<file path="config.mk">
export PLATFORM = sky130hd
export DESIGN_NAME = ifu_fetch
export DESIGN_NICKNAME = d
export VERILOG_FILES = /design/src/rtl/ifu_fetch.sv
export SDC_FILE = /design/constraint.sdc
export NUM_CORES = 1
export LEC_CHECK = 0
export BUFFER_PORTS_ARGS = -buffer_cell sky130_fd_sc_hd__buf_4
export CORE_AREA = 3 3 131 70
export CTS_BUF_LIST = sky130_fd_sc_hd__clkbuf_4 sky130_fd_sc_hd__clkbuf_8 sky130_fd_sc_hd__clkbuf_16
export DETAILED_ROUTE_END_ITERATION = 10
export DIE_AREA = 0 0 134 73
export GPL_TIMING_DRIVEN = 0
export PLACE_DENSITY_LB_ADDON = 0.2
export SLEW_MARGIN = 20
export SYNTH_ARGS = -nofsm -noshare
export SYNTH_HDL_FRONTEND = slang
export SYNTH_SLANG_ARGS = --single-unit
export TNS_END_PERCENT = 30
</file>
<file path="constraint.sdc">
create_clock -name clk -period 2.4 [get_ports clk]
set_clock_uncertainty 0.2 [all_clocks]
set_input_delay 0.24 -clock clk [delete_from_list [all_inputs] [get_ports clk]]
set_output_delay 0.24 -clock clk [all_outputs]
set_load 0.05 [all_outputs]
</file>
<file path="src/rtl/ifu_fetch.sv">
// Instruction fetch unit: accepts a PC, issues one memory read, and hands the
// instruction word, its PC and a fault code to decode.
module ifu_fetch #(
    parameter int unsigned TIMEOUT = 255,
    parameter int unsigned CNT_W   = 8
) (
    input  logic        clk,
    input  logic        rst,
    input  logic [31:0] pc_in,
    input  logic        pc_valid,
    output logic        pc_ready,
    output logic        mem_req_valid,
    output logic [31:0] mem_req_addr,
    input  logic        mem_req_ready,
    input  logic        mem_resp_valid,
    input  logic [31:0] mem_resp_data,
    input  logic        mem_resp_err,
    output logic        inst_valid,
    input  logic        inst_ready,
    output logic [31:0] inst,
    output logic [31:0] inst_pc,
    output logic [1:0]  fault,
    output logic        busy
);

    localparam int unsigned ADDR_W = 32;
    localparam int unsigned DATA_W = 32;

    localparam logic [1:0] FAULT_NONE     = 2'b00;
    localparam logic [1:0] FAULT_MISALIGN = 2'b01;
    localparam logic [1:0] FAULT_BUS      = 2'b10;
    localparam logic [1:0] FAULT_TIMEOUT  = 2'b11;

    localparam logic [CNT_W-1:0] CNT_LAST = CNT_W'(TIMEOUT - 1);

    typedef enum logic [1:0] {
        IDLE = 2'd0,
        REQ  = 2'd1,
        WAIT = 2'd2,
        OUT  = 2'd3
    } state_t;

    state_t              state_q, state_d;
    logic [ADDR_W-1:0]   addr_q, addr_d;
    logic [DATA_W-1:0]   inst_q, inst_d;
    logic [1:0]          fault_q, fault_d;
    logic [CNT_W-1:0]    cnt_q, cnt_d;

    // State register
    always_ff @(posedge clk) begin
        if (rst) begin
            state_q <= IDLE;
        end else begin
            state_q <= state_d;
        end
    end

    // Datapath registers; addr_q doubles as the reported inst_pc
    always_ff @(posedge clk) begin
        if (rst) begin
            addr_q  <= '0;
            inst_q  <= '0;
            fault_q <= FAULT_NONE;
            cnt_q   <= '0;
        end else begin
            addr_q  <= addr_d;
            inst_q  <= inst_d;
            fault_q <= fault_d;
            cnt_q   <= cnt_d;
        end
    end

    // Next-state and datapath update
    always_comb begin
        state_d = state_q;
        addr_d  = addr_q;
        inst_d  = inst_q;
        fault_d = fault_q;
        cnt_d   = cnt_q;
        case (state_q)
            IDLE: begin
                if (pc_valid) begin
                    addr_d = pc_in;
                    if (pc_in[1:0] != 2'b00) begin
                        inst_d  = '0;
                        fault_d = FAULT_MISALIGN;
                        state_d = OUT;
                    end else begin
                        fault_d = FAULT_NONE;
                        state_d = REQ;
                    end
                end
            end
            REQ: begin
                if (mem_req_ready) begin
                    cnt_d   = '0;
                    state_d = WAIT;
                end
            end
            WAIT: begin
                // A response in the final counted cycle beats the timeout
                if (mem_resp_valid) begin
                    inst_d  = mem_resp_err ? '0 : mem_resp_data;
                    fault_d = mem_resp_err ? FAULT_BUS : FAULT_NONE;
                    state_d = OUT;
                end else if (cnt_q == CNT_LAST) begin
                    inst_d  = '0;
                    fault_d = FAULT_TIMEOUT;
                    state_d = OUT;
                end else begin
                    cnt_d = cnt_q + CNT_W'(1);
                end
            end
            OUT: begin
                if (inst_ready) begin
                    state_d = IDLE;
                end
            end
            default: state_d = IDLE;
        endcase
    end

    assign pc_ready      = (state_q == IDLE) && !rst;
    assign mem_req_valid = (state_q == REQ);
    assign mem_req_addr  = addr_q;
    assign inst_valid    = (state_q == OUT);
    assign inst          = inst_q;
    assign inst_pc       = addr_q;
    assign fault         = fault_q;
    assign busy          = (state_q != IDLE);

endmodule
</file>
# Word level (Yosys, flattened, before mapping)
# Index checks and enable logic that the tools add are counted.
# classes
add_sub_neg	1
multipliers	0
div	0
n_lt_le_gt_ge	0
eq_ne	11
n_shift	0
muxes	22
bitwise_logic	0
n_reduce_logical	12
# op_table
op	n
32-bit 2-to-1 mux	5
32-bit one-hot mux with 2 select lines	1
8-bit 2-to-1 mux	3
2-bit 2-to-1 mux	9
8-bit one-hot mux with 2 select lines	1
4-bit AND reduction	3
8-bit by 1-bit adder with 8-bit output (second input constant)	1
8-bit == test (second input constant)	1
2-bit != test (second input constant)	4
2-bit one-hot mux with 4 select lines	1
2-bit nonzero test	4
2-bit == test (second input constant)	2
2-bit by 1-bit != test with 1-bit output (second input constant)	2
2-bit one-hot mux with 2 select lines	1
3-bit != test (second input constant)	1
3-bit AND reduction	1
2-bit by 1-bit == test with 1-bit output (second input constant)	1
2-bit logical NOT	1
2-bit AND reduction	1
1-bit logical AND	1
1-bit logical NOT	1
1-bit 2-to-1 mux	1
# word_totals
ff_bits	76
latch_bits	0
mem_bits_rw	0
mem_bits_ro	0
input_bits	71
out_inout_bits	102
word_cells	51
memories	0

# Logic depth before layout (Yosys ltp)
# Gate-level depths: netlist of the first run.
# depth
word_depth	4
depth_mapped	8
ltp_nobuf	6

# Worst setup path after synthesis of the first run
# Ideal clock, no wire load.
# synth_path
path_kind	reg2out
start	register state_q[0]
end	output pc_ready
arrival_time_ns	1.638
required_time_ns	1.960
setup_slack_ns	0.322
stages_incl_launch_ff	5
n_path_buf	0
path_cell_list	dfxtp_1 inv_1 ha_1 inv_1 nor2_1
# synth_via
elab_chain_cells	2
# synth_lines
element	line	source
from (decl)	43	state_t state_q, state_d;
from (signal assigned)	54	state_q <= state_d;
2-bit logical NOT	123	assign pc_ready = (state_q == IDLE) && !rst;
1-bit logical AND	123	
to (decl)	11	output logic pc_ready,
# Every way passes these cells.

# Final worst setup path of the first run
# layout_path
start	register state_q[0]
end	register inst_q[6], in the netlist inst[6]
# layout_via
elab_chain_cells	3
elab_cells_between_ends	8
classes_between	eq/ne: 4; mux: 1; reduce/logical: 3
# layout_lines
element	line	source
2-bit == test or 2-bit logical NOT (tied branches)	80	case (state_q)
3-bit != test (no source line), or another cell as far along	--	
4-bit AND reduction (no source line)	--	
to (signal assigned)	67	inst_q <= inst_d;
to (decl)	45	logic [DATA_W-1:0] inst_q, inst_d;
# Several ways; a longest one is shown, not always the timed one.
# A chain may end at the register's enable or synchronous reset.

==> results.md, run 1 <==
- Status: finished clean
- Hold/Removal Path Class: in2reg
- Antenna violations before repair: 0
- Synthesized area: around 3200 µm²
- Power Density: ~940 nW/µm²
- YS warnings: 0
- Hold Path Origin: pc_valid
- DR iter-0 viols: 90
- Worst Path Max Fanout: 10
- Reg2reg start: state_q[0]
- Via count: about 3300
- DR vias/cell: between 4 and 5
- Row cnt: 23
- XOR/XNOR Fraction of Synth Area: 0
- EDFF count, synth: 0
- Unique cell type count in the Yosys netlist: 42
- Worst-Margin Slew: around 510 ps
- DP Wirelength: 6760 µm
- Worst Hold Endpoint: inst_pc[0]
- Final worst path period share: 0.896
- Full die area: ~9800 µm²
- Fin area: ~5600 µm²
- Simple-gate share of the synthesized area: 0.145
- Final hold vios: 0
- Fin nets: 669
- Share of cells above drive strength 1: 0.434
- Synth area leaders: dfxtp_1 (47%), nand2_1 (8.5%), a22o_2 (7.5%)
- Routability cong.: between 0.8 and 0.9
- Tmin final: 2150 ps
- Post-cts repair resize count: 0
- Syn Inst Count: around 340
- Remaining antenna violation count: 0
- WP data required: 2420 ps
- Final setup violation count: 0
- Largest family of logic cells by synthesized area: compound AO/OA/AOI/OAI gates
- Synth Register Bits: 76
- CTS tree: done
- Worst reg2reg endpoint: inst[6]
- Vias in the first global route: roughly 3200
- Placed inst area: about 4600 µm²
- WHS Path Cells: 4
- RSZ-0062 raised after global routing: no
- CP Cell Sequence: inv_1 -> ha_1 -> mux2i_1 -> a21oi_1 -> and3_1 -> buf_6 -> buf_8 -> a22o_2
- PortBufs: 172
- Setup_tns: 0 ps
- Antenna diodes: 0
- Maximum clock path buffer count: 2
- CTS Sinks: 76
- Wire per inst: ~14 µm
- Clk_lat worst skew: 330 ps
- Slew margin rel.: 0.663
- Max Clk Rate: approximately 470 MHz
- Routed WL: around 10000 µm
- FILL cells: between 600 and 700
- Largest net degree at the start of global routing: 14
- Remaining DRCs: 0
- # hold bufs at CTS: 64
- Net Count, Synth: about 420
- Worst VDD drop: between 0.0004 and 0.0005 V
- CP max stage cell: dfxtp_1
- Most numerous cell in the Yosys netlist: dfxtp_1
- WS Path Type: reg2reg
- TritonCTS buffer count: 9
- Top post-synthesis cells by count: dfxtp_1 (76), nand2_1 (73), a21oi_1 (43)
- Clock-pin slew on the worst setup and hold paths: about 60 ps
- Worst stage delay on the critical path: roughly 400 ps
- Mux share of post-synthesis cell area: 0.00663
- # H-tree levels: 3
- First-pass GRT wire length: about 16000 µm
- Die Wd: roughly 130 µm
- FF-to-FF setup slack: roughly 250 ps
- Critical Path AT: approximately 2200 ps
- Post-synth top area share: 0.474
- Core area: approximately 8000 µm²
- Area leader, netlist: dfxtp_1
- Starting Density: 0.402
- Synth Flop Type: dfxtp_1
- # IOs: 173
- Synth Area in Adders: 0.0273
- 1st-pass router iterations: 4
- Post-synth ARST share: 0
- Setup Fix Bufs, Post-CTS: 0
- Max-cap violations: 0
- Chip height: around 73 µm
- Leakage: between 2 and 3 nW
- Sequential share of the synthesized area: 0.474
- Layout area overhead: 75.1%
- Total grt overflow: 0
- Setup crit start kind: register
- Type of destination of the critical path: register
- Mapped Avg Cell Area: 9.33 µm²
- Root Driver: clkbuf_16
- GR Util All Layers: 0.199
- Compound-Gate Fraction of Synth Area: 0.222
- Slew Limit Fails: 0
- FF-to-FF path depth: 8
[final cells by class]
class	count	area (µm²)	area share
clock inverters	6	113	0.0200
clock buffers	9	225	0.0401
flip-flops and latches	76	1520	0.271
plain buffers	52	379	0.0675
repair buffers	236	1930	0.344
inverters	6	22.5	0.00401
well taps	112	140	0.0249
multi-input cells	210	1280	0.229
[through the flow]
stage / std cells / utilization / hold slack [ps] / total power, W / setup WS (ps)
6_report: 707 / 0.705 / 147 / 0.00527 / 250
5_1_grt: 707 / 0.705 / 158 / 0.00551 / 124
4_1_cts: 707 / 0.705 / 135 / 0.00530 / 271
3_5_place_dp: 628 / 0.582 / 256 / 0.00367 / 298
3_3_place_gp: 628 / 0.582 / 250 / 0.00365 / 309
2_1_floorplan: 344 / - / 165 / 0.00304 / 322
[placed cells by master (no fill, tap or decap), types with 3 or more instances in the layout]
cell and instances:
dfxtp_1 76, nand4_1 3, nand2_1 73, inv_1 6, a311oi_1 4, buf_1 3
a21oi_1 43, nor2_1 7, bufinv_16 3, ha_1 7, buf_6 4, nand3_1 5
nand2b_1 5, buf_8 3, dlygate4sd3_1 64, a22o_1 8, and3_1 4, o21ai_0 4
a22o_2 24, clkbuf_1 10, clkbuf_16 9, buf_4 204
[state kept, by name (all words and copies together), names as in the netlist]
register	cells
inst	32
inst_pc	32
cnt_q	8
fault	2
state_q	2
[worst max-delay path, delay by kind of cell, from the launching register on]
family          cells  cell delay [ps]
flops               1              400
buf+inv             3              380
simple gates        1              220
fa+ha+maj           1              290
mux                 1              240
compound gates      2              300
[metal layers]
metal	up-vias	share of wire	track usage
li1	1660	-	-
met1	1571	0.40	0.221
met2	87	0.53	0.371
met3	20	0.052	0.0572
met4	0	0.019	0.0684
met5	-	0	0
[cells by family after synthesis]
logic type | Yosys count
multiplexers | 2
AO/OA/AOI/OAI | 97
buffers and inverters | 58
AND/OR/NAND/NOR | 104
adder cells (fa/ha/maj) | 7
flip-flops | 76
[worst max-delay path by stage]
stage	start	slack [ps]	end
after CTS	state_q[0]	270	inst[30]
after floorplan	state_q[0]	320	pc_ready
after global placement	state_q[0]	310	inst[30]
final	state_q[0]	250	inst[6]
after detailed placement	state_q[0]	300	inst[30]
after global routing	state_q[1]	120	inst[18]
[power breakdown]
group	switching [W]	internal, W
combinational	0.00146	0.000777
sequential	0.000106	0.00140
clock	0.000511	0.00101
Note: power is estimated with default switching activity, not from simulation.
==> run 2, diff against run 1 <==
Settings changed: CAP_MARGIN set to 10.
Clock period 2.4 ns to 2.1 ns, I/O delays scaled along.
==> results.md, run 2 (synthesized netlist as in run 1, its figures left out) <==
- Status: finished clean
- Final worst path period share: 0.976
- Routed WL: around 10000 µm
- Final hold vios: 0
- Reg2reg start: state_q[0]
- Max-cap violations: 0
- Type of destination of the critical path: register
- TritonCTS buffer count: 9
- First-pass GRT wire length: 15700 µm
- # H-tree levels: 3
- Worst Hold Endpoint: inst[10]
- Critical Path AT: just over 2000 ps
- CTS Sinks: 76
- Starting Density: 0.402
- Wire per inst: between 10 and 15 µm
- Maximum clock path buffer count: 2
- Tmin final: ~2000 ps
- CP max stage cell: dfxtp_2
- WHS Path Cells: 3
- FILL cells: ~600
- WP data required: 2120 ps
- Remaining antenna violation count: 0
- Leakage: about 2.7 nW
- Slew margin rel.: 0.643
- Fin nets: around 670
- Hold Path Origin: rst
- Chip height: 73 µm
- Commonest non-fill, non-tap cell in the layout: buf_4
- Setup crit start kind: register
- Die Wd: around 130 µm
- Hold WS: around 120 ps
- 1st-pass router iterations: 4
- Final Core Density: 0.713
- Share of cells above drive strength 1: 0.455
- Final setup violation count: 0
- Root Driver: clkbuf_16
- Full die area: 9780 µm²
- Fin area: between 5000 and 6000 µm²
- Antenna violations before repair: 0
- Total grt overflow: 0
- Worst VDD drop: approximately 0.0005 V
- Routability cong.: 0.828
- Fin cells: between 700 and 800
- Power Density: 1080 nW/µm²
- FF-to-FF setup slack: 50 ps
- Slew Limit Fails: 0
- FF-to-FF path depth: 8
- Most frequent cells in the layout: buf_4 (207), dfxtp_1 (75), nand2_1 (73)
- CTS tree: done
- Hold/Removal Path Class: in2reg
- # IOs: 173
- DR vias/cell: 4.73
- Via count: about 3400
- WS Path Type: reg2reg
- Max Clk Rate: 488 MHz
- Layout area overhead: 77.3%
- Clock-pin slew on the worst setup and hold paths: ~60 ps
- Met1 usage: 0.221
- Cells after DPL: approximately 630
- GR Util met2: 0.371
- Worst reg2reg endpoint: inst[6]
- GR Util All Layers: 0.199
- CP Cell Sequence: inv_1 -> ha_2 -> and2b_2 -> o21ai_4 -> and3_4 -> buf_6 -> buf_8 -> a22o_2
- Row cnt: 23
- GR Util met3: 0.0572
- DR iter-0 viols: ~110
- PortBufs: about 170
- Remaining DRCs: 0
- Setup_tns: 0 ps
- Area occupied by multi-input gates: approximately 1300 µm²
- Worst stage delay on the critical path: 340 ps
- Sequential cell area: roughly 1500 µm²
- DP Wirelength: roughly 6800 µm
- Antenna diodes: 0
- Clk_lat worst skew: ~330 ps
- Worst-Margin Slew: around 540 ps
- Largest net degree at the start of global routing: 14
- Worst Path Max Fanout: 10
- Placed inst area: ~4600 µm²
- Vias in the first global route: roughly 3200
- RSZ-0062 raised after global routing: yes
- Core area: 7970 µm²
- GRT busiest layer: met2
## run 2: cell types whose count changed in the layout (fill, tap and decap cells not counted), sizes merged
cell  previous run  this run
buf            214       217
## run 2: power breakdown
group	switching (W)	internal [W]	total [W]
registers	0.000121	0.00160	0.00172
clock network	0.000587	0.00116	0.00174
logic	0.00170	0.000954	0.00266
total	0.00241	0.00371	0.00612
## run 2: layer usage
layer | share of wire | up-vias
met2 | 0.53 | 86
li1 | - | 1669
met1 | 0.40 | 1582
met4 | 0.020 | 0
met3 | 0.050 | 20
met5 | 0 | -
## run 2: worst max path at each step
stage               start  endpoint  slack [ps]
4_1_cts        state_q[0]  inst[30]           5
2_1_floorplan  state_q[0]  pc_ready          50
3_3_place_gp   state_q[0]  inst[30]           9
3_5_place_dp   state_q[0]  inst[30]          -2
6_report       state_q[0]   inst[6]          50
5_1_grt        state_q[0]  cnt_q[7]         -50
## run 2: layout make-up
cell class / count / area share
repair buffers: 239 / 0.344
clock buffers: 9 / 0.0396
flip-flops and latches: 76 / 0.268
well taps: 112 / 0.0246
inverters: 6 / 0.00396
plain buffers: 52 / 0.0675
multi-input cells: 210 / 0.233
clock inverters: 6 / 0.0198
## run 2: critical path: cells and delay by family, from the launching register on
family	cells	cell delay, ps
AO/OA/AOI/OAI	2	310
adder cells (fa/ha/maj)	1	280
flip-flops	1	340
AND/OR/NAND/NOR	2	390
buffers and inverters	3	400
## run 2: per-stage QoR
step	setup WS (ps)	total power [W]
after floorplan	52.5	0.00347
after global placement	9.32	0.00417
after detailed placement	-1.75	0.00419
after CTS	4.83	0.00607
after global routing	-54.0	0.00639
final	51.1	0.00612
## run 2: repair_timing
action / 4_1_cts / 5_1_grt
buffers inserted: 1 / 2
endpoints found under the setup margin: 28 / 63
gates resized for setup: 1 / 16
hold buffers: 64 / 0
pin swaps: 0 / 1
hold endpoints to repair: 64 / 0
==> run 3, diff against run 2 <==
Settings changed: CORE_AREA 3 3 131 70 to 3 3 124 66, DIE_AREA 0 0 134 73 to 0 0 127 69.
==> results.md, run 3 (synthesized netlist as in run 1, its figures left out) <==
- Share of cells above drive strength 1: 0.451
- Hold/Removal Path Class: in2reg
- FILL cells: ~520
- DP Wirelength: 6590 µm
- Layout area overhead: 74.5%
- CTS Sinks: 76
- Via count: about 3300
- Status: finished clean
- Placed inst area: between 4000 and 5000 µm²
- Cells after DPL: approximately 600
- Final setup violation count: 0
- Clk_lat worst skew: between 300 and 400 ps
- Fin nets: 670
- Slew Limit Fails: 0
- DR iter-0 viols: 136
- TritonCTS buffer count: 9
- Leakage: between 2 and 3 nW
- Fin area: approximately 5600 µm²
- Root Driver: clkbuf_16
- First-pass GRT wire length: 16100 µm
- Setup_tns: 0 ps
- Final worst path period share: 0.980
- 1st-pass router iterations: 4
- Routed WL: around 10000 µm
- Hold WS: 107 ps
- Type of destination of the critical path: register
- Post-Place Setup Slack: between 20 and 25 ps
- Remaining antenna violation count: 0
- WP data required: approximately 2100 ps
- GR Util All Layers: 0.228
- Die Wd: about 130 µm
- Row cnt: 22
- # IOs: roughly 170
- Worst VDD drop: around 0.00056 V
- Antenna diodes: 0
- Vias in the first global route: ~3300
- Fin worst setup slack: 42.7 ps
- Worst-Margin Slew: 492 ps
- Setup crit start kind: register
- CTS tree: done
- Max-cap violations: 0
- Most frequent cells in the layout: buf_4 (205), dfxtp_1 (75), nand2_1 (73)
- Final hold vios: 0
- Routability cong.: between 0.8 and 0.9
- Area occupied by multi-input gates: 1310 µm²
- Chip height: approximately 69 µm
- Maximum clock path buffer count: 2
- WS Path Type: reg2reg
- Antenna violations before repair: 0
- Wire per inst: 14.6 µm
- Commonest non-fill, non-tap cell in the layout: buf_4
- RSZ-0062 raised after global routing: yes
- Critical Path AT: about 2100 ps
- # H-tree levels: 3
- Slew margin rel.: 0.672
- Core area: 7210 µm²
- Tmin final: 2060 ps
- Max Clk Rate: between 400 and 500 MHz
- Clock-pin slew on the worst setup and hold paths: approximately 60 ps
- Total grt overflow: 0
- Power Density: around 1000 nW/µm²
- DR vias/cell: 4.81
- Remaining DRCs: 0
- PortBufs: between 150 and 200
- Fin cells: 693
- Full die area: about 9000 µm²
- Sequential cell area: ~1500 µm²
- Largest net degree at the start of global routing: 14
- Worst Path Max Fanout: 10
- Starting Density: 0.445
run 3: per-layer routing:
layer | share of wire | vias up | track usage
met5 | 0 | - | 0
li1 | - | 1670 | -
met2 | 0.53 | 91 | 0.425
met4 | 0.014 | 0 | 0.0595
met3 | 0.050 | 15 | 0.0611
met1 | 0.41 | 1559 | 0.255
run 3: final timing paths:
| path | slack [ps] | startpoint | depth (start not counted) | to |
|---|---|---|---|---|
| min | 110 | pc_valid | 4 | inst_pc[31] |
| max | 40 | state_q[1] | 8 | inst[25] |
| max reg2reg | 40 | state_q[1] | 8 | inst[25] |
| min reg2reg | 270 | inst_pc[31] | 2 | inst_pc[31] |
run 3: metrics by stage:
step / power, W / utilization
after floorplan: 0.00347 / -
after global placement: 0.00416 / 0.641
after detailed placement: 0.00418 / 0.641
after CTS: 0.00583 / 0.771
after global routing: 0.00614 / 0.776
final: 0.00586 / 0.776
run 3: layout make-up:
type	instances	area share
timing repair buffer	237	0.346
sequential	76	0.272
multi-input combinational	210	0.234
buffer	52	0.0684
clock buffer	11	0.0429
tap	96	0.0215
clock inverter	5	0.0109
inverter	6	0.00402
run 3: report_power, final:
group / switching, W / internal [W] / leakage, nW
logic: 0.00168 / 0.000917 / 1.85
clock network: 0.000591 / 0.000950 / 0.139
registers: 0.000121 / 0.00160 / 0.618
run 3: critical path, cell delays in order, from the launching register on:
cell,delay (ps)
dfxtp_1,330
inv_1,120
ha_2,270
mux2i_2,270
a21oi_2,80
and3_4,190
buf_6,130
buf_8,130
a22o_2,210
run 3: what timing repair did:
| action | in CTS | in global routing |
|---|---|---|
| setup buffers | 0 | 1 |
| endpoints found under the hold margin | 64 | 0 |
| resized for setup | 0 | 13 |
| endpoints found under the setup margin | 0 | 63 |
| hold buffers | 64 | 0 |
